==> src/rtl/led_cmd_pkg.sv <==
// led_cmd_pkg: opcodes, FSM encoding and LED count shared by the LED command driver.
package led_cmd_pkg;

    localparam int LED_N = 4;

    localparam logic [2:0] OP_NOP    = 3'b000;
    localparam logic [2:0] OP_OFF    = 3'b001;
    localparam logic [2:0] OP_ON     = 3'b010;
    localparam logic [2:0] OP_TOGGLE = 3'b011;
    localparam logic [2:0] OP_BLINK  = 3'b100;
    localparam logic [2:0] OP_SWEEP  = 3'b101;

    localparam logic [0:0] ST_IDLE  = 1'b0;
    localparam logic [0:0] ST_SWEEP = 1'b1;

endpackage

==> src/rtl/led_tick_gen.sv <==
// led_tick_gen: prescaler producing a one-cycle tick every TICK_DIV clocks; clr restarts the count.
module led_tick_gen #(
    parameter logic [31:0] TICK_DIV = 32'd50_000_000
) (
    input  logic clk,
    input  logic rst,
    input  logic clr,
    output logic tick
);

    logic [31:0] r_cnt;

    assign tick = r_cnt == TICK_DIV - 32'd1;

    always_ff @(posedge clk) begin
        if (rst || clr)
            r_cnt <= '0;
        else
            r_cnt <= tick ? '0 : r_cnt + 32'd1;
    end

endmodule

==> src/rtl/led_cmd_driver.sv <==
// led_cmd_driver: command-driven set/clear/toggle/blink/sweep driver for four active-low LEDs.
// Optional output dimming is enabled by defining LED_PWM_DIM_EN.
module led_cmd_driver
    import led_cmd_pkg::*;
#(
    parameter logic [31:0] TICK_DIV = 32'd50_000_000,
    parameter int          DIM_DUTY = 8
) (
    input  logic             clk,
    input  logic             rst,
    input  logic             cmd_valid,
    output logic             cmd_ready,
    input  logic [2:0]       cmd_op,
    input  logic [LED_N-1:0] cmd_mask,
    output logic             cmd_err,
    output logic [LED_N-1:0] led_out
);

    logic [LED_N-1:0] r_on;
    logic [LED_N-1:0] r_blink;
    logic             r_phase;
    logic [0:0]       r_state;
    logic [1:0]       r_step;
    logic             r_err;
    logic             w_tick;
    logic             w_acc;
    logic             w_sweep_go;
    logic             w_clr_blink;
    logic [LED_N-1:0] w_on_nxt;
    logic [LED_N-1:0] w_blink_nxt;
    logic [LED_N-1:0] w_lit;
    logic [LED_N-1:0] w_lit_out;

    assign cmd_ready  = r_state == ST_IDLE;
    assign w_acc      = cmd_valid && cmd_ready;
    assign w_sweep_go = w_acc && cmd_op == OP_SWEEP;

    // Restarting the prescaler on sweep entry makes every sweep step a full TICK_DIV cycles.
    led_tick_gen #(.TICK_DIV(TICK_DIV)) u_tick (
        .clk  (clk),
        .rst  (rst),
        .clr  (w_sweep_go),
        .tick (w_tick)
    );

    always_comb begin
        w_clr_blink = cmd_op == OP_OFF || cmd_op == OP_ON || cmd_op == OP_TOGGLE;
        w_on_nxt    = cmd_op == OP_OFF    ? r_on & ~cmd_mask :
                      cmd_op == OP_ON     ? r_on | cmd_mask  :
                      cmd_op == OP_TOGGLE ? r_on ^ cmd_mask  : r_on;
        w_blink_nxt = cmd_op == OP_BLINK  ? r_blink | cmd_mask  :
                      w_clr_blink         ? r_blink & ~cmd_mask : r_blink;
    end

    always_ff @(posedge clk) begin
        if (rst) begin
            r_on    <= '0;
            r_blink <= '0;
            r_phase <= 1'b0;
            r_state <= ST_IDLE;
            r_step  <= '0;
            r_err   <= 1'b0;
        end else begin
            r_err <= w_acc && cmd_op[2:1] == 2'b11;
            if (w_tick)
                r_phase <= ~r_phase;
            if (w_acc) begin
                r_on    <= w_on_nxt;
                r_blink <= w_blink_nxt;
            end
            if (w_sweep_go) begin
                r_state <= ST_SWEEP;
                r_step  <= '0;
            end else if (r_state == ST_SWEEP && w_tick) begin
                r_step <= r_step + 2'd1;
                if (r_step == 2'd3)
                    r_state <= ST_IDLE;
            end
        end
    end

    // Blinking LEDs follow the shared phase; on_r is kept so it reappears when blink is cleared.
    assign w_lit = r_state == ST_SWEEP ? LED_N'(1) << r_step
                                       : (r_blink & {LED_N{r_phase}}) | (~r_blink & r_on);

`ifdef LED_PWM_DIM_EN
    logic [3:0] r_pwm;

    always_ff @(posedge clk) begin
        if (rst)
            r_pwm <= '0;
        else
            r_pwm <= r_pwm + 4'd1;
    end

    assign w_lit_out = (int'(r_pwm) < DIM_DUTY) ? w_lit : '0;
`else
    logic w_unused_dim;

    assign w_unused_dim = ^DIM_DUTY;
    assign w_lit_out    = w_lit;
`endif

    assign led_out = ~w_lit_out;
    assign cmd_err = r_err;

endmodule

==> config.mk <==
export PLATFORM = sky130hd
export DESIGN_NAME = led_cmd_driver
export DESIGN_NICKNAME = d
export VERILOG_FILES = /design/src/rtl/led_cmd_pkg.sv /design/src/rtl/led_tick_gen.sv /design/src/rtl/led_cmd_driver.sv
export SDC_FILE = /design/constraint.sdc
export NUM_CORES = 1
export LEC_CHECK = 0
export BUFFER_PORTS_ARGS = -buffer_cell sky130_fd_sc_hd__buf_4
export CAP_MARGIN = 30
export CORE_MARGIN = 2
export CORE_UTILIZATION = 53
export DETAILED_ROUTE_END_ITERATION = 8
export PLACE_DENSITY_LB_ADDON = 0.08
export SYNTH_ARGS = -nofsm -noshare
export SYNTH_HDL_FRONTEND = slang
export SYNTH_SLANG_ARGS = --single-unit
==> constraint.sdc <==
create_clock -name clk -period 4.2 [get_ports clk]
set_clock_uncertainty 0.2 [all_clocks]
set_input_delay 0.42 -clock clk [delete_from_list [all_inputs] [get_ports clk]]
set_output_delay 0.42 -clock clk [all_outputs]
set_load 0.02 [all_outputs]
Yosys cells after proc, flatten, opt, wreduce, memory -nomap -nowiden
Index checks and enable logic that the tools add are counted.
{ "totals": {"input_bits": 10, "word_cells": 56, "reg_bits": 45} }
{ "classes": {"muxes": 9, "shift": 1, "eq_ne": 8, "bitwise": 13, "n_addsub": 2, "n_reduce_logical": 16} }
{ "ops": {"columns": ["op", "count"], "rows": [
  ["adder 32 x 1 -> 32 bit (second input constant)", 1],
  ["equality test 32 x 26 -> 1 bit (second input constant)", 1],
  ["2-to-1 mux 4 bit", 6],
  ["AND 4 bit", 4],
  ["NOT 4 bit", 3],
  ["bitwise OR 4 bit", 3],
  ["equality test 3 x 2 -> 1 bit (second input constant)", 2],
  ["equality test 3 bit (second input constant)", 2],
  ["AND reduction 2 bit", 3],
  ["nonzero test 2 bit", 3],
  ["equality test 2 bit (second input constant)", 2],
  ["logical AND 1 bit", 4],
  ["OR reduction 2 bit", 2],
  ["left shift 1 x 2 -> 4 bit (first input constant)", 1],
  ["XOR 4 bit", 1],
  ["equality test 3 x 1 -> 1 bit (second input constant)", 1],
  ["logical OR 1 bit", 3],
  ["2-to-1 mux 1 bit", 3],
  ["nonzero test 3 bit", 1],
  ["adder 2 x 1 -> 2 bit (second input constant)", 1],
  ["NOT 1 bit", 2]
]} }

Logic depth before layout (Yosys ltp)
{ "depth": {"word_depth": 5, "depth_mapped": 9, "ltp_nobuf": 7} }

By module
Synthesis repeated with hierarchy kept, for this count alone.
{ "hier_totals": {"cells_unflattened": 277, "area_unflattened_um2": 2549.9} }
{ "modules_own_cells": {"columns": ["module", "cells_per_inst", "instances", "area_each_um2", "seq_area_each_um2"], "rows": [
  ["led_tick_gen", 179, 1, 1596.5, 640.6],
  ["led_cmd_driver", 98, 1, 953.4, 260.2]
]} }

Worst setup path before layout
OpenSTA, ideal clock, no wires.
{ "synth_timing": {"kind": "input -> register", "startpoint": "input port cmd_op[2]", "endpoint": "register u_tick.r_cnt[12]", "required_time_ps": 3935, "setup_slack_ps": 2145, "t_arrival_ps": 1790, "stages": 9, "cell_sequence": "clkbuf_2 nand3b_1 nor3b_1 or2_2 clkbuf_1 or2_2 buf_4 buf_6 nor2_1"} }
{ "synth_between": {"elab_chain_cells": 4} }
{ "synth_rtl": {"columns": ["item", "line_no", "source"], "rows": [
  ["from (decl)", "led_cmd_driver.sv:13", "input logic [2:0] cmd_op,"],
  ["equality test 3 bit", "led_cmd_driver.sv:36", "assign w_sweep_go = w_acc && cmd_op == OP_SWEEP;"],
  ["logical AND 1 bit", "led_cmd_driver.sv:36", null],
  ["logical OR 1 bit", "led_tick_gen.sv:16", "if (rst || clr)"],
  ["OR reduction 2 bit (no line)", null, null],
  ["to (signal assigned)", "led_tick_gen.sv:19", "r_cnt <= tick ? '0 : r_cnt + 32'd1;"],
  ["to (decl)", "led_tick_gen.sv:11", "logic [31:0] r_cnt;"]
]} }
No other way between the ends.
A chain may end at the register's enable or synchronous reset.

Worst setup path in the final report
{ "layout_timing": {"startpoint": "register u_tick.r_cnt[2]", "endpoint": "register u_tick.r_cnt[11]"} }
{ "layout_between": {"elab_chain_cells": 2, "elab_cells_between_ends": 3, "cone_classes": "add/sub (1); eq/ne (1); reduce/logical (1)"} }
{ "layout_rtl": {"columns": ["item"], "rows": [
  ["parallel branches: the longest is 2 deep, another holds adder 32 x 1 -> 32 bit"]
]} }
Several ways; the timed one is not identified.

==> metrics.csv <==
metric;value;unit
outcome;finished clean;
CP Launch Type;register;
Comb pwr share;8.3;%
drt wl/cell;13.1;um
hold_buf cts;0;
Peak VDD IR;0.180;mV
Tot GR Track Use;19.7;%
Seq/Total Area, Yosys;37.3;%
sequential share of power;53.3;%
CTS Sinks;45;
FF/Latch Area;901;sq um
gpl congestion;0.739;
chip height;71.5;um
Max-Cap Viols;0;
DR vias;1872;
CP arrival;2.20;ns
final HPWL from detailed placement;3290;um
Syn-to-layout area delta;9.59;%
Period minus WS final;2.24;ns
final slew viol count;0;
Remaining Overflow, GRT;0;
Total Power;0.000827;W
DRT iter0 DRCs;134;
Post-CTS Setup Inserts;0;
antenna diode count;0;
CP Class;reg2reg;
asr flop ratio synth;0;%
DRT Wirelength;4470;um
area of the core;0.00438;sq mm
yosys warns;0;
H-tree Lvls;2;
Least-Margin Pin Slew;0.629;ns
CP max stage delay;0.54;ns
RSZ-0062 raised after global routing;no;
ys flop type;dfxtp_1;
Netlist cell types;40;
first-pass GRT wire length;7980;um
worst hold path type;in2reg;
post-synthesis sequential element count;45;
share of cells above drive strength 1;13.5;%
initial core utilization;55.1;%
post-synthesis cell count;276;
IO buf count;15;
Reg clk slew, reported paths;0.08;ns
most common cell after layout, fill and taps aside;nor2_1;
Pwr per Cell Area;313;mW/mm^2
Synth top area share;37.3;%
nets;312;
DR WL met2;1880;um
CP endpoint kind;register;
clk_lat worst skew;0.30;ns
die width;71.5;um
met1 wire length;2330;um
DR pass1 iterations;4;
post-layout util;60.4;%
P_sw;0.000191;W
Hold Vio Cnt, Final;0;
internal power;0.000636;W
die area;0.00511;sq mm
CP Data Required Time;4.16;ns
pin count of the biggest net entering global routing;30;
DRC viols;0;
vias in the first global route;1773;
synth top area cells;dfxtp_1 (37%), xor2_1 (8.0%), nor2_1 (7.5%);
final setup fails;0;
CP max stage cell;or2_2;
CTS tree;built;
antenna viol nets, final;0;
switch share;23.1;%
Pleak;1.02;nW
cts bufs inserted;5;
post_cts resized;0;
FMAX;0.446;GHz
met3 wire length;174;um
Post-Syn Area;0.00241;sq mm
maximum root-to-sink buffer count;2;
CP max FO;29;
multi-input logic area;0.00141;sq mm
row count;24;
FILL cells;399;
Setup TNS;0;ns
EDFF count, synth;0;
Clock power frac;38.4;%
I/O Pins;16;
clk root buf;clkbuf_8;
Slew HR;57.9;%
syn nets;299;
crit-path cells;and3_2 > nand3_1 > nor3_1 > or2_2 > nor2_1;
fin crit share;53.3;%
highest metal used;met4;
commonest cells after routing, fill and taps aside;nor2_1 (48), dfxtp_1 (45), xor2_1 (22);
initial antenna violation count;0;
syn avg cell area;8.75;sq um
cell taking the most area after synthesis;dfxtp_1;
vias per cell;5.49;
[metal layers]
| layer | vias to the layer above | global-route usage (%) |
|---|---|---|
| li1 | 985 | - |
| met1 | 853 | 27.4 |
| met2 | 25 | 29.2 |
| met3 | 9 | 4.64 |
| met4 | 0 | 8.39 |
| met5 | - | 0 |
[state kept, by name (all words and copies together), names as in the netlist, named ones only]
name	count
r_on	4
r_state	1
r_phase	1
cmd_err	1
r_step	2
u_tick.r_cnt	32
[path summary, 6_finish.rpt]
| path | start | to | slack, ns | cells past startpoint |
|---|---|---|---|---|
| worst max register to register | u_tick.r_cnt[2]$_SDFF_PP0_ | u_tick.r_cnt[11]$_SDFF_PP0_ | 1.96 | 5 |
| worst min register to register | u_tick.r_cnt[0]$_SDFF_PP0_ | u_tick.r_cnt[0]$_SDFF_PP0_ | 0.29 | 1 |
| worst min-delay path | cmd_mask[0] | register | 0.12 | 2 |
| worst max-delay path | u_tick.r_cnt[2]$_SDFF_PP0_ | u_tick.r_cnt[11]$_SDFF_PP0_ | 1.96 | 5 |
[power by group through the flow]
stage	registers, W	clock network, W	logic, W
floorplan	0.000449	0	0.0000507
global placement	0.000451	0	0.0000677
detailed placement	0.000451	0	0.0000690
CTS	0.000441	0.000329	0.0000694
global route	0.000443	0.000346	0.0000776
finish	0.000441	0.000317	0.0000685
[layout make-up]
cell class / instances / share of cell area, %
well taps: 52 / 2.46
multi-input cells: 207 / 53.2
clock inverters: 2 / 1.32
flip-flops and latches: 45 / 34.0
clock buffers: 5 / 2.60
repair buffers: 15 / 4.26
inverters: 15 / 2.13
[critical path, delay by kind of cell, from the launching register on]
family	cells	cell delay, ns
AND/OR/NAND/NOR	5	1.46
flip-flops	1	0.45
[logic make-up after synthesis]
family                   synth area share (%)
AO/OA/AOI/OAI                            8.39
AND/OR/NAND/NOR                          28.7
flip-flops                               37.3
buffers and inverters                    4.40
XOR/XNOR                                 10.5
multiplexers                             3.94
adder cells (fa/ha/maj)                  6.74
[synthesized netlist by cell type (all sizes together) (3+ instances only)]
| master | count |
|---|---|
| xor2 | 22 |
| xnor2 | 7 |
| nor4 | 4 |
| and3 | 4 |
| ha | 13 |
| dfxtp | 45 |
| a211oi | 8 |
| o21ai | 4 |
| nand2 | 16 |
| a21oi | 20 |
| nand3 | 15 |
| mux2 | 4 |
| or3 | 5 |
| or4 | 4 |
| inv | 15 |
| and4 | 4 |
| buf | 5 |
| clkbuf | 4 |
| nor3 | 3 |
| nor2 | 48 |
| nand4 | 10 |
| mux2i | 5 |
[metrics by stage]
| stage | instances | instance area, sq um | hold WS (ns) | setup WS (ns) |
|---|---|---|---|---|
| after floorplan | 276 | 2410 | 0.241 | 2.15 |
| after global placement | 334 | 2540 | 0.257 | 1.98 |
| after detailed placement | 334 | 2540 | 0.269 | 1.93 |
| after CTS | 341 | 2650 | 0.107 | 1.91 |
| after global routing | 341 | 2650 | 0.118 | 1.71 |
| final | 341 | 2650 | 0.120 | 1.96 |
(Power assumes the default switching activity.)
